## config.mk

```make
export PLATFORM = sky130hd
export DESIGN_NAME = sweep_ctrl
export DESIGN_NICKNAME = d
export VERILOG_FILES = /design/src/rtl/sweep_ctrl.sv
export SDC_FILE = /design/constraint.sdc
export NUM_CORES = 1
export LEC_CHECK = 0
export ABC_AREA = 0
export CORE_ASPECT_RATIO = 0.75
export CORE_MARGIN = 10
export CORE_UTILIZATION = 48
export CTS_CLUSTER_DIAMETER = 30
export DETAILED_ROUTE_END_ITERATION = 16
export PLACE_DENSITY = 0.79
export SYNTH_ARGS = -nofsm -noshare
export SYNTH_HDL_FRONTEND = slang
export SYNTH_SLANG_ARGS = --single-unit
```

## constraint.sdc

```tcl
create_clock -name clk -period 2.07 [get_ports clk]
set_input_delay 0.621 -clock clk [delete_from_list [all_inputs] [get_ports clk]]
set_output_delay 0.621 -clock clk [all_outputs]
set_load 0.01 [all_outputs]
```

## src/rtl/sweep_ctrl.sv

```systemverilog
// sweep_ctrl: drives an up/down counter through bounded triangle sweeps with dwell at each extreme
module sweep_ctrl #(
   parameter int N           = 8,
   parameter int DWELL_W     = 4,
   parameter int CYC_W       = 8,
   parameter bit CLR_ON_DONE = 1'b0
) (
   input  logic               clk,
   input  logic               reset,
   input  logic               start,
   input  logic               stop,
   input  logic               dir_init,
   input  logic [N-1:0]       start_val,
   input  logic [DWELL_W-1:0] dwell,
   input  logic [CYC_W-1:0]   num_sweeps,
   input  logic               max_tick,
   input  logic               min_tick,
   output logic               syn_clr,
   output logic               load,
   output logic [N-1:0]       d,
   output logic               en,
   output logic               up,
   output logic               busy,
   output logic               done,
   output logic [CYC_W-1:0]   sweep_cnt
);
   typedef enum logic [2:0] {IDLE, LOAD, RUN_UP, RUN_DN, DWELL_TOP, DWELL_BOT, DONE} state_t;
   state_t state, nxt;
   logic dir_r;
   logic [DWELL_W-1:0] dwell_r, dcnt;
   logic [CYC_W-1:0] num_r, cnt_inc;
   logic dwell_end, hit, in_dwell, to_dwell;
   assign cnt_inc   = sweep_cnt + 1'b1;
   assign dwell_end = dcnt == '0;
   assign hit       = num_r != '0 && cnt_inc == num_r;
   assign in_dwell  = state == DWELL_TOP || state == DWELL_BOT;
   assign to_dwell  = (state == RUN_UP && nxt == DWELL_TOP) || (state == RUN_DN && nxt == DWELL_BOT);
   assign busy      = state != IDLE;
   // next state and counter controls; en is gated by the tick so the counter never overshoots
   always_comb begin
      nxt = state;
      load = 1'b0;
      en = 1'b0;
      up = 1'b0;
      syn_clr = 1'b0;
      done = 1'b0;
      case (state)
         IDLE: nxt = start ? LOAD : IDLE;
         LOAD: begin
            load = 1'b1;
            nxt = stop ? DONE : dir_r ? RUN_UP : RUN_DN;
         end
         RUN_UP: begin
            up = 1'b1;
            en = ~max_tick & ~stop;
            nxt = stop ? DONE : max_tick ? DWELL_TOP : RUN_UP;
         end
         RUN_DN: begin
            en = ~min_tick & ~stop;
            nxt = stop ? DONE : min_tick ? DWELL_BOT : RUN_DN;
         end
         DWELL_TOP: begin
            up = 1'b1;
            nxt = stop ? DONE : !dwell_end ? DWELL_TOP : hit ? DONE : RUN_DN;
         end
         DWELL_BOT: nxt = stop ? DONE : !dwell_end ? DWELL_BOT : hit ? DONE : RUN_UP;
         DONE: begin
            done = 1'b1;
            syn_clr = CLR_ON_DONE;
            nxt = IDLE;
         end
         default: nxt = IDLE;
      endcase
   end
   // state register
   always_ff @(posedge clk) begin
      if (!reset) state <= IDLE;
      else state <= nxt;
   end
   // run configuration, dwell timer and half-sweep counter; an aborted dwell does not count
   always_ff @(posedge clk) begin
      if (!reset) begin
         d <= '0;
         dir_r <= 1'b0;
         dwell_r <= '0;
         num_r <= '0;
         dcnt <= '0;
         sweep_cnt <= '0;
      end else begin
         if (state == IDLE && start) begin
            d <= start_val;
            dir_r <= dir_init;
            dwell_r <= dwell;
            num_r <= num_sweeps;
            sweep_cnt <= '0;
         end
         if (to_dwell) dcnt <= dwell_r;
         else if (in_dwell) dcnt <= dcnt - 1'b1;
         if (in_dwell && dwell_end && !stop) sweep_cnt <= cnt_inc;
      end
   end
endmodule
```

==> flow_metrics.env, run 1 <==
export IMPL_outcome="finished, final reports clean"
export IMPL_cap_viol_max_count=0
export IMPL_cp_slowest_cell="dfxtp_1"
export IMPL_root_buffer="clkbuf_8"
export IMPL_clock_skew_ps=7.022
export IMPL_coreArea_um2=3732
export IMPL_area_delta_synth_final_pct=40.28
export IMPL_grt_pass1_vias=1768
export IMPL_synth_warning_count=0
export IMPL_leakagePower_nw=1.102
export IMPL_wl_um=4938
export IMPL_drive_gt1_share_pct=12.04
export IMPL_worstSetupStartpointType="flip-flop"
export IMPL_required_ps=1450
export IMPL_place_hpwl_um=3561
export IMPL_fillers=331
export IMPL_first_iter_violations=121
export IMPL_pwr_density_cell_nw_per_um2=1134
export IMPL_async_reset_ff_share_pct=0
export IMPL_grt_pass1_wl_um=8114
export IMPL_post_place_cells=341
export IMPL_netlist_area_leader_share_pct=37.84
export IMPL_rsz0062_at_grt="false"
export IMPL_final_max_slew_viol_count=0
export IMPL_period_minus_slack_ps=1996
export IMPL_grt_overflow=0
export IMPL_total_power_w=0.003030
export IMPL_netlist_instances=240
export IMPL_grt_use_total_pct=14.60
export IMPL_ys_ff_latch=36
export IMPL_post_route_drc_count=0
export IMPL_fin_nets=327
export IMPL_port_buffers=47
export IMPL_synth_edf_count=0
export IMPL_io_pins=49
export IMPL_synthDistinctLibCells=45
export IMPL_ys_flop_type="dfxtp_1"
export IMPL_hold_violations=0
export IMPL_clk_pin_slew_ps=70
export IMPL_synthTopCellsByArea="dfxtp_1, nand2_1, a21boi_0, xnor2_1, o21ai_0"
export IMPL_h_tree_depth=2
export IMPL_cts_made_buffers=5
export IMPL_final_area_um2=2671
export IMPL_ant_nets=0
export IMPL_hold_path_class="reg -> reg"
export IMPL_initial_utilization_pct=51.02
export IMPL_dieArea_um2=6913
export IMPL_path_max_fanout=10
export IMPL_synth_area_per_cell_um2=7.935
export IMPL_grt_max_degree=35
export IMPL_ir_worst_vdd_mv=0.6568
export IMPL_dpl_cell_area_um2=2521
export IMPL_drt_vias_per_instance=5.265
export IMPL_antenna_found_initial=0
export IMPL_crit_type="reg -> out"
export IMPL_cts_tree="yes"
export IMPL_setup_viol=0
export IMPL_synth_nets=269
export IMPL_instances_no_fill=351
export IMPL_cp_cell_sequence="buf_4 > or3_1 > dlygate4sd2_1"
export IMPL_slowest_delay_ps=330
export IMPL_cp_arrival_ps=1380
export IMPL_clockBufferDepth=2
export IMPL_wire_per_inst_um=14.07
export IMPL_insertion_delay_ps=290
export IMPL_synth_area_leader_cell="dfxtp_1"
export IMPL_endpoint_kind="output port"
export IMPL_place_congestion=0.8878
export IMPL_fin_util_pct=71.57
export IMPL_vias=1848
export IMPL_fin_crit_sh_pct=96.44
export IMPL_n_antenna_cell=0
export IMPL_cts_sinks=36
export IMPL_die_x_um=92.73
export IMPL_fp_dieH_um=74.55
export IMPL_drt_pass1_iter_count=4
export IMPL_syn_cell_area_um2=1904
export IMPL_max_freq_ghz=0.5009
export IMPL_ys_seq_area_share_pct=37.84
export IMPL_rows=19
flip-flops by register name, summed over array words and instances, names as in the netlist:
signal / cells
state: 3
dcnt: 4
d: 8
dir_r: 1
dwell_r: 4
num_r: 8
sweep_cnt: 8
routing by layer:
metal	track usage, %	share of wire [%]
met3	7.638	11
met1	17.22	47
met2	21.80	41
met4	6.485	1.7
met5	0	0
cell families after synthesis:
logic type	after synthesis	synth area share, %
mux	2	1.117
flops	36	37.84
xor+xnor	11	5.059
other cells	1	0.1969
compound gates	61	22.21
fa+ha+maj	2	1.314
simple gates	105	26.87
buf+inv	22	5.388
cell usage in the layout, fill, tap and decap left out, drive strengths merged, types with 2 or more instances in the layout:
master / netlist / final
a21boi: 25 / 25
a21oi: 9 / 9
a32oi: 2 / 2
and2: 2 / 2
and3: 3 / 3
buf: 4 / 20
clkbuf: 11 / 6
clkdlybuf4s50: 0 / 39
dfxtp: 36 / 36
dlygate4sd2: 0 / 3
dlymetal6s2s: 0 / 4
ha: 2 / 2
inv: 7 / 7
nand2: 55 / 55
nand2b: 2 / 2
nand3: 4 / 4
nand4: 4 / 4
nor2: 9 / 9
nor2b: 3 / 3
nor3: 7 / 7
nor4: 2 / 2
o211a: 3 / 3
o21a: 5 / 5
o21ai: 10 / 10
or3: 5 / 5
or4: 3 / 3
xnor2: 6 / 6
xor2: 5 / 5
path summary, 6_finish.rpt:
check	depth (start not counted)	slack, ps	from	to
worst max register to register	6	230	sweep_cnt[1]$_SDFFE_PN0P_	state[0]$_SDFF_PN0_
worst min register to register	2	460	d[5]$_SDFFE_PN0P_	d[5]$_SDFFE_PN0P_
worst max-delay path	3	70	state[0]$_SDFF_PN0_	busy
worst min-delay path	2	460	d[5]$_SDFFE_PN0P_	d[5]$_SDFFE_PN0P_
cell usage after synthesis (3+ instances only):
cell type	n
nand2_1	55
or4_1	3
nor2b_1	3
o21ai_0	10
or3_1	5
nand4_1	3
clkbuf_1	11
nand3_1	4
a21boi_0	25
and3_1	3
o211a_1	3
nor2_1	9
inv_1	7
o21a_1	5
a21oi_1	9
dfxtp_1	36
xnor2_1	6
nor3_1	7
xor2_1	5
through the flow:
step,TNS (ps),setup WS (ps),hold WS (ps)
after floorplan,0,264.1,438.9
after global placement,-1959,-574.0,446.0
after detailed placement,-2522,-577.0,457.6
after CTS,-135.0,-135.0,466.1
after global routing,0,18.54,486.5
final,0,73.60,463.0
power breakdown:
group / switching [W] / internal, W / leakage (nW)
sequential: 0.000133 / 0.000867 / 0.295
combinational: 0.000737 / 0.000684 / 0.752
clock: 0.000252 / 0.000357 / 0.0552
total: 0.00112 / 0.00191 / 1.10
final cells by class:
cell class | count | area [um2] | share of cell area [%]
Multi-Input combinational cell | 182 | 1104 | 41.31
Sequential cell | 36 | 725.7 | 27.17
Tap cell | 52 | 65.06 | 2.436
Clock buffer | 6 | 72.57 | 2.717
Timing Repair Buffer | 66 | 643.1 | 24.07
Clock inverter | 2 | 35.03 | 1.311
Inverter | 7 | 26.28 | 0.9836
critical path, delay by kind of cell (launching register included):
kind / cells / cell delay (ps)
flip-flops: 1 / 330
AND/OR/NAND/NOR: 1 / 300
buffers and inverters: 2 / 460
what timing repair did:
item,in CTS,in global routing
hold buffers,0,0
resized for setup,11,8
setup endpoints to repair,6,6
pin swaps,0,1
buffers inserted,0,2
Note: power is estimated with default switching activity, not from simulation.
==> run 2, diff against run 1 <==
CORE_UTILIZATION = 40   (was 48)
PLACE_DENSITY = 0.68   (was 0.79)
==> flow_metrics.env, run 2 (same netlist as run 1, synthesis figures left out) <==
export IMPL_required_ps=1450
export IMPL_grt_pass1_vias=1756
export IMPL_reg_largest_list="d (8), num_r (8), sweep_cnt (8)"
export IMPL_antenna_found_initial=0
export IMPL_crit_family="buffers and inverters"
export IMPL_area_delta_synth_final_pct=41.85
export IMPL_min_delay_worst_endpoint="d[3]$_SDFFE_PN0P_"
export IMPL_cts_made_buffers=5
export IMPL_hold_path_class="reg -> reg"
export IMPL_reg2reg_depth=6
export IMPL_final_max_slew_viol_count=0
export IMPL_cp_cell_sequence="clkdlybuf4s50_1"
export IMPL_tns_ps=0
export IMPL_grtUsageMet2_pct=17.74
export IMPL_n_antenna_cell=0
export IMPL_io_pins=49
export IMPL_grt_use_total_pct=12.59
export IMPL_drt_pass1_iter_count=4
export IMPL_wire_per_inst_um=14.19
export IMPL_cp_slowest_cell="clkdlybuf4s50_1"
export IMPL_post_route_drc_count=0
export IMPL_final_common_cell="nand2_1"
export IMPL_min_delay_path_depth=2
export IMPL_dieArea_um2=7949
export IMPL_coreArea_um2=4519
export IMPL_clk_pin_slew_ps=70
export IMPL_fin_nets=331
export IMPL_use_met3_pct=6.401
export IMPL_grt_max_degree=22
export IMPL_regToRegSetupSlack_ps=220
export IMPL_place_congestion=0.7908
export IMPL_layout_common_cells="nand2_1, clkdlybuf4s50_1, dfxtp_1"
export IMPL_period_minus_slack_ps=2004
export IMPL_slowest_delay_ps=600
export IMPL_outcome="finished, final reports clean"
export IMPL_fin_crit_sh_pct=96.79
export IMPL_rr_startpoint="sweep_cnt[1]$_SDFFE_PN0P_"
export IMPL_instances_no_fill=360
export IMPL_worstSetupStartpointType="flip-flop"
export IMPL_met1_usage_pct=16.33
export IMPL_crit_type="reg -> out"
export IMPL_drive_gt1_share_pct=13.53
export IMPL_leakagePower_nw=1.110
export IMPL_cap_viol_max_count=0
export IMPL_drt_vias_per_instance=5.142
export IMPL_cts_sinks=36
export IMPL_slew_headroom_pct=66.60
export IMPL_place_hpwl_um=3756
export IMPL_h_tree_depth=2
export IMPL_path_max_fanout=8
export IMPL_r2r_end="state[0]$_SDFF_PN0_"
export IMPL_initial_utilization_pct=42.14
export IMPL_grt_overflow=0
export IMPL_root_buffer="clkbuf_8"
export IMPL_cts_tree="yes"
export IMPL_hold_violations=0
export IMPL_fin_util_pct=59.77
export IMPL_first_iter_violations=86
export IMPL_clockBufferDepth=2
export IMPL_endpoint_kind="output port"
export IMPL_max_freq_ghz=0.4991
export IMPL_cts_hold_buffers=0
export IMPL_cp_arrival_ps=1380
export IMPL_die_x_um=99.67
export IMPL_ant_nets=0
export IMPL_whs_ps=462.0
export IMPL_setup_viol=0
export IMPL_min_delay_start="d[3]$_SDFFE_PN0P_"
export IMPL_fp_dieH_um=79.76
export IMPL_rows=21
export IMPL_port_buffers=47
export IMPL_worst_slew_pin_slew_ps=499.2
export IMPL_grt_pass1_wl_um=8349
export IMPL_clock_skew_ps=4.326
export IMPL_grt_busiest_layer="met2"
export IMPL_insertion_delay_ps=280
export IMPL_critPathBufInv=1
export IMPL_rsz0062_at_grt="false"
export IMPL_pwr_density_cell_nw_per_um2=1115
export IMPL_ir_worst_vdd_mv=0.5844
export IMPL_wl_um=5110
export IMPL_post_place_cells=348
export IMPL_vias=1851
run 2: repair_timing:
action	CTS	global route
pin swaps	0	0
setup buffers	0	3
endpoints found under the setup margin	6	4
resized for setup	12	7
cloned	0	1
run 2: layout make-up:
class,count,area (um2)
multi-input cells,183,1122
flip-flops and latches,36,725.7
clock inverters,1,7.507
inverters,7,26.28
clock buffers,7,86.33
well taps,57,71.32
repair buffers,69,661.9
fillers,408,1818
run 2: per-layer routing:
layer  up-vias  share of wire, %
met5         -                 0
met4         0               1.1
met3         7                11
met2        68                40
met1       820                48
li1        956                 -
run 2: worst max-delay path by stage:
stage,startpoint,end,slack [ps],cells past startpoint
final,sweep_cnt[3]$_SDFFE_PN0P_,sweep_cnt[3],70,1
after CTS,max_tick,en,-140,4
after detailed placement,max_tick,en,-590,4
after global routing,sweep_cnt[2]$_SDFFE_PN0P_,sweep_cnt[2],20,1
after global placement,max_tick,en,-560,4
after floorplan,start,sweep_cnt[4]$_SDFFE_PN0P_,260,7
run 2: per-stage QoR:
step | power (W) | setup slack, ps | area, um2
after floorplan | 0.001879 | 264.1 | 1904
after global placement | 0.002438 | -558.9 | 2542
after detailed placement | 0.002454 | -592.1 | 2542
after CTS | 0.002982 | -144.3 | 2646
after global routing | 0.003256 | 21.91 | 2701
final | 0.003013 | 66.50 | 2701
run 2: power by group:
| group | switching, W | total (W) | internal (W) |
|---|---|---|---|
| clock network | 0.000253 | 0.000524 | 0.000271 |
| logic | 0.000742 | 0.00147 | 0.000728 |
| registers | 0.000151 | 0.00102 | 0.000867 |
==> run 3, diff against run 2 <==
CTS_BUF_LIST = sky130_fd_sc_hd__clkbuf_8   (was default)
==> flow_metrics.env, run 3 (same netlist as run 1, synthesis figures left out) <==
export IMPL_setup_slack_ps=66.50
export IMPL_reg_largest_list="d (8), num_r (8), sweep_cnt (8)"
export IMPL_worstSetupStartpointType="flip-flop"
export IMPL_pre_cts_ws_ps=-592.1
export IMPL_die_x_um=99.67
export IMPL_vias=1851
export IMPL_dieArea_um2=7949
export IMPL_instances_no_fill=360
export IMPL_dpl_cell_area_um2=2542
export IMPL_path_max_fanout=8
export IMPL_final_area_um2=2701
export IMPL_worst_slew_pin_slew_ps=499.2
export IMPL_cts_sinks=36
export IMPL_h_tree_depth=2
export IMPL_fin_util_pct=59.77
export IMPL_grtUsageMet2_pct=17.74
export IMPL_met1_usage_pct=16.33
export IMPL_root_buffer="clkbuf_8"
export IMPL_cp_cell_sequence="clkdlybuf4s50_1"
export IMPL_crit_family="buffers and inverters"
export IMPL_cts_hold_buffers=0
export IMPL_crit_cells=1
export IMPL_required_ps=1450
export IMPL_cts_made_buffers=5
export IMPL_endpoint_kind="output port"
export IMPL_n_antenna_cell=0
export IMPL_fin_crit_sh_pct=96.79
export IMPL_slowest_delay_ps=600
export IMPL_final_common_cell="nand2_1"
export IMPL_antenna_found_initial=0
export IMPL_grt_busiest_layer="met2"
export IMPL_hold_path_class="reg -> reg"
export IMPL_layout_common_cells="nand2_1, clkdlybuf4s50_1, dfxtp_1"
export IMPL_min_delay_start="d[3]$_SDFFE_PN0P_"
export IMPL_whs_ps=462.0
export IMPL_drive_gt1_share_pct=13.53
export IMPL_rsz0062_at_grt="false"
export IMPL_crit_type="reg -> out"
export IMPL_ant_nets=0
export IMPL_drt_vias_per_instance=5.142
export IMPL_regToRegSetupSlack_ps=220
export IMPL_rows=21
export IMPL_grt_max_degree=22
export IMPL_wl_um=5109
export IMPL_post_place_cells=348
export IMPL_grt_pass1_vias=1756
export IMPL_cp_slowest_cell="clkdlybuf4s50_1"
export IMPL_critPathBufInv=1
export IMPL_cap_viol_max_count=0
export IMPL_reg2reg_depth=6
export IMPL_post_route_drc_count=0
export IMPL_fin_nets=331
export IMPL_rr_startpoint="sweep_cnt[1]$_SDFFE_PN0P_"
export IMPL_pwr_density_cell_nw_per_um2=1113
export IMPL_leakagePower_nw=1.114
export IMPL_coreArea_um2=4519
export IMPL_area_delta_synth_final_pct=41.85
export IMPL_clk_pin_slew_ps=70
export IMPL_cts_tree="yes"
export IMPL_cp_arrival_ps=1380
export IMPL_slew_headroom_pct=66.60
export IMPL_outcome="finished, final reports clean"
export IMPL_grt_overflow=0
export IMPL_wire_per_inst_um=14.19
export IMPL_setup_viol=0
export IMPL_ir_worst_vdd_mv=0.5844
export IMPL_max_freq_ghz=0.4991
export IMPL_grt_pass1_wl_um=8349
export IMPL_place_congestion=0.7908
export IMPL_period_minus_slack_ps=2004
export IMPL_min_delay_worst_endpoint="d[3]$_SDFFE_PN0P_"
export IMPL_port_buffers=47
export IMPL_fp_dieH_um=79.76
export IMPL_clockBufferDepth=2
export IMPL_drt_pass1_iter_count=4
export IMPL_initial_utilization_pct=42.14
export IMPL_hold_violations=0
export IMPL_place_hpwl_um=3756
export IMPL_insertion_delay_ps=280
export IMPL_final_max_slew_viol_count=0
export IMPL_io_pins=49
export IMPL_clock_skew_ps=4.326
export IMPL_use_met3_pct=6.401
export IMPL_first_iter_violations=86
export IMPL_r2r_end="state[0]$_SDFF_PN0_"
export IMPL_min_delay_path_depth=2
export IMPL_grt_use_total_pct=12.59
==> run 3: worst register-to-register path, delay by kind of cell, from the launching register on <==
| kind | cells | cell delay, ps |
|---|---|---|
| and+or+nand+nor | 3 | 670 |
| DFF | 1 | 420 |
| AOI/OAI and AO/OA | 2 | 370 |
| adders and majority gates | 1 | 290 |
==> run 3: timing repair <==
item                       4_1_cts  5_1_grt
pin swaps                        0        0
gates resized for setup         12        7
setup buffers                    0        3
gates cloned                     0        1
setup endpoints to repair        6        4
==> run 3: worst max path at each step <==
stage,start,endpoint
finish,sweep_cnt[3]$_SDFFE_PN0P_,sweep_cnt[3]
global route,sweep_cnt[2]$_SDFFE_PN0P_,sweep_cnt[2]
CTS,max_tick,en
detailed placement,max_tick,en
global placement,max_tick,en
floorplan,start,sweep_cnt[4]$_SDFFE_PN0P_
==> run 3: report_power, final <==
part / internal (W) / leakage [nW] / switching (W)
logic: 0.000728 / 0.771 / 0.000742
registers: 0.000867 / 0.295 / 0.000151
clock network: 0.000266 / 0.0486 / 0.000253
total: 0.00186 / 1.11 / 0.00115
==> run 3: final cells by class <==
cell class	count	area, um2
Fill cell	408	1818
Clock inverter	2	11.26
Timing Repair Buffer	69	661.9
Tap cell	57	71.32
Multi-Input combinational cell	183	1122
Clock buffer	6	82.58
Sequential cell	36	725.7
Inverter	7	26.28
==> run 3: routing by layer <==
layer,part of all wire [%],wire length [um],up-vias
li1,-,-,956
met1,48,2448,820
met2,40,2033,68
met3,11,571,7
met4,1.1,55,0
met5,0,0,-
==> run 3: through the flow <==
| stage | total power, W | TNS (ps) |
|---|---|---|
| global route | 0.003252 | 0 |
| CTS | 0.002978 | -144.3 |
| finish | 0.003008 | 0 |
| global placement | 0.002438 | -1892 |
| detailed placement | 0.002454 | -2240 |
| floorplan | 0.001879 | 0 |
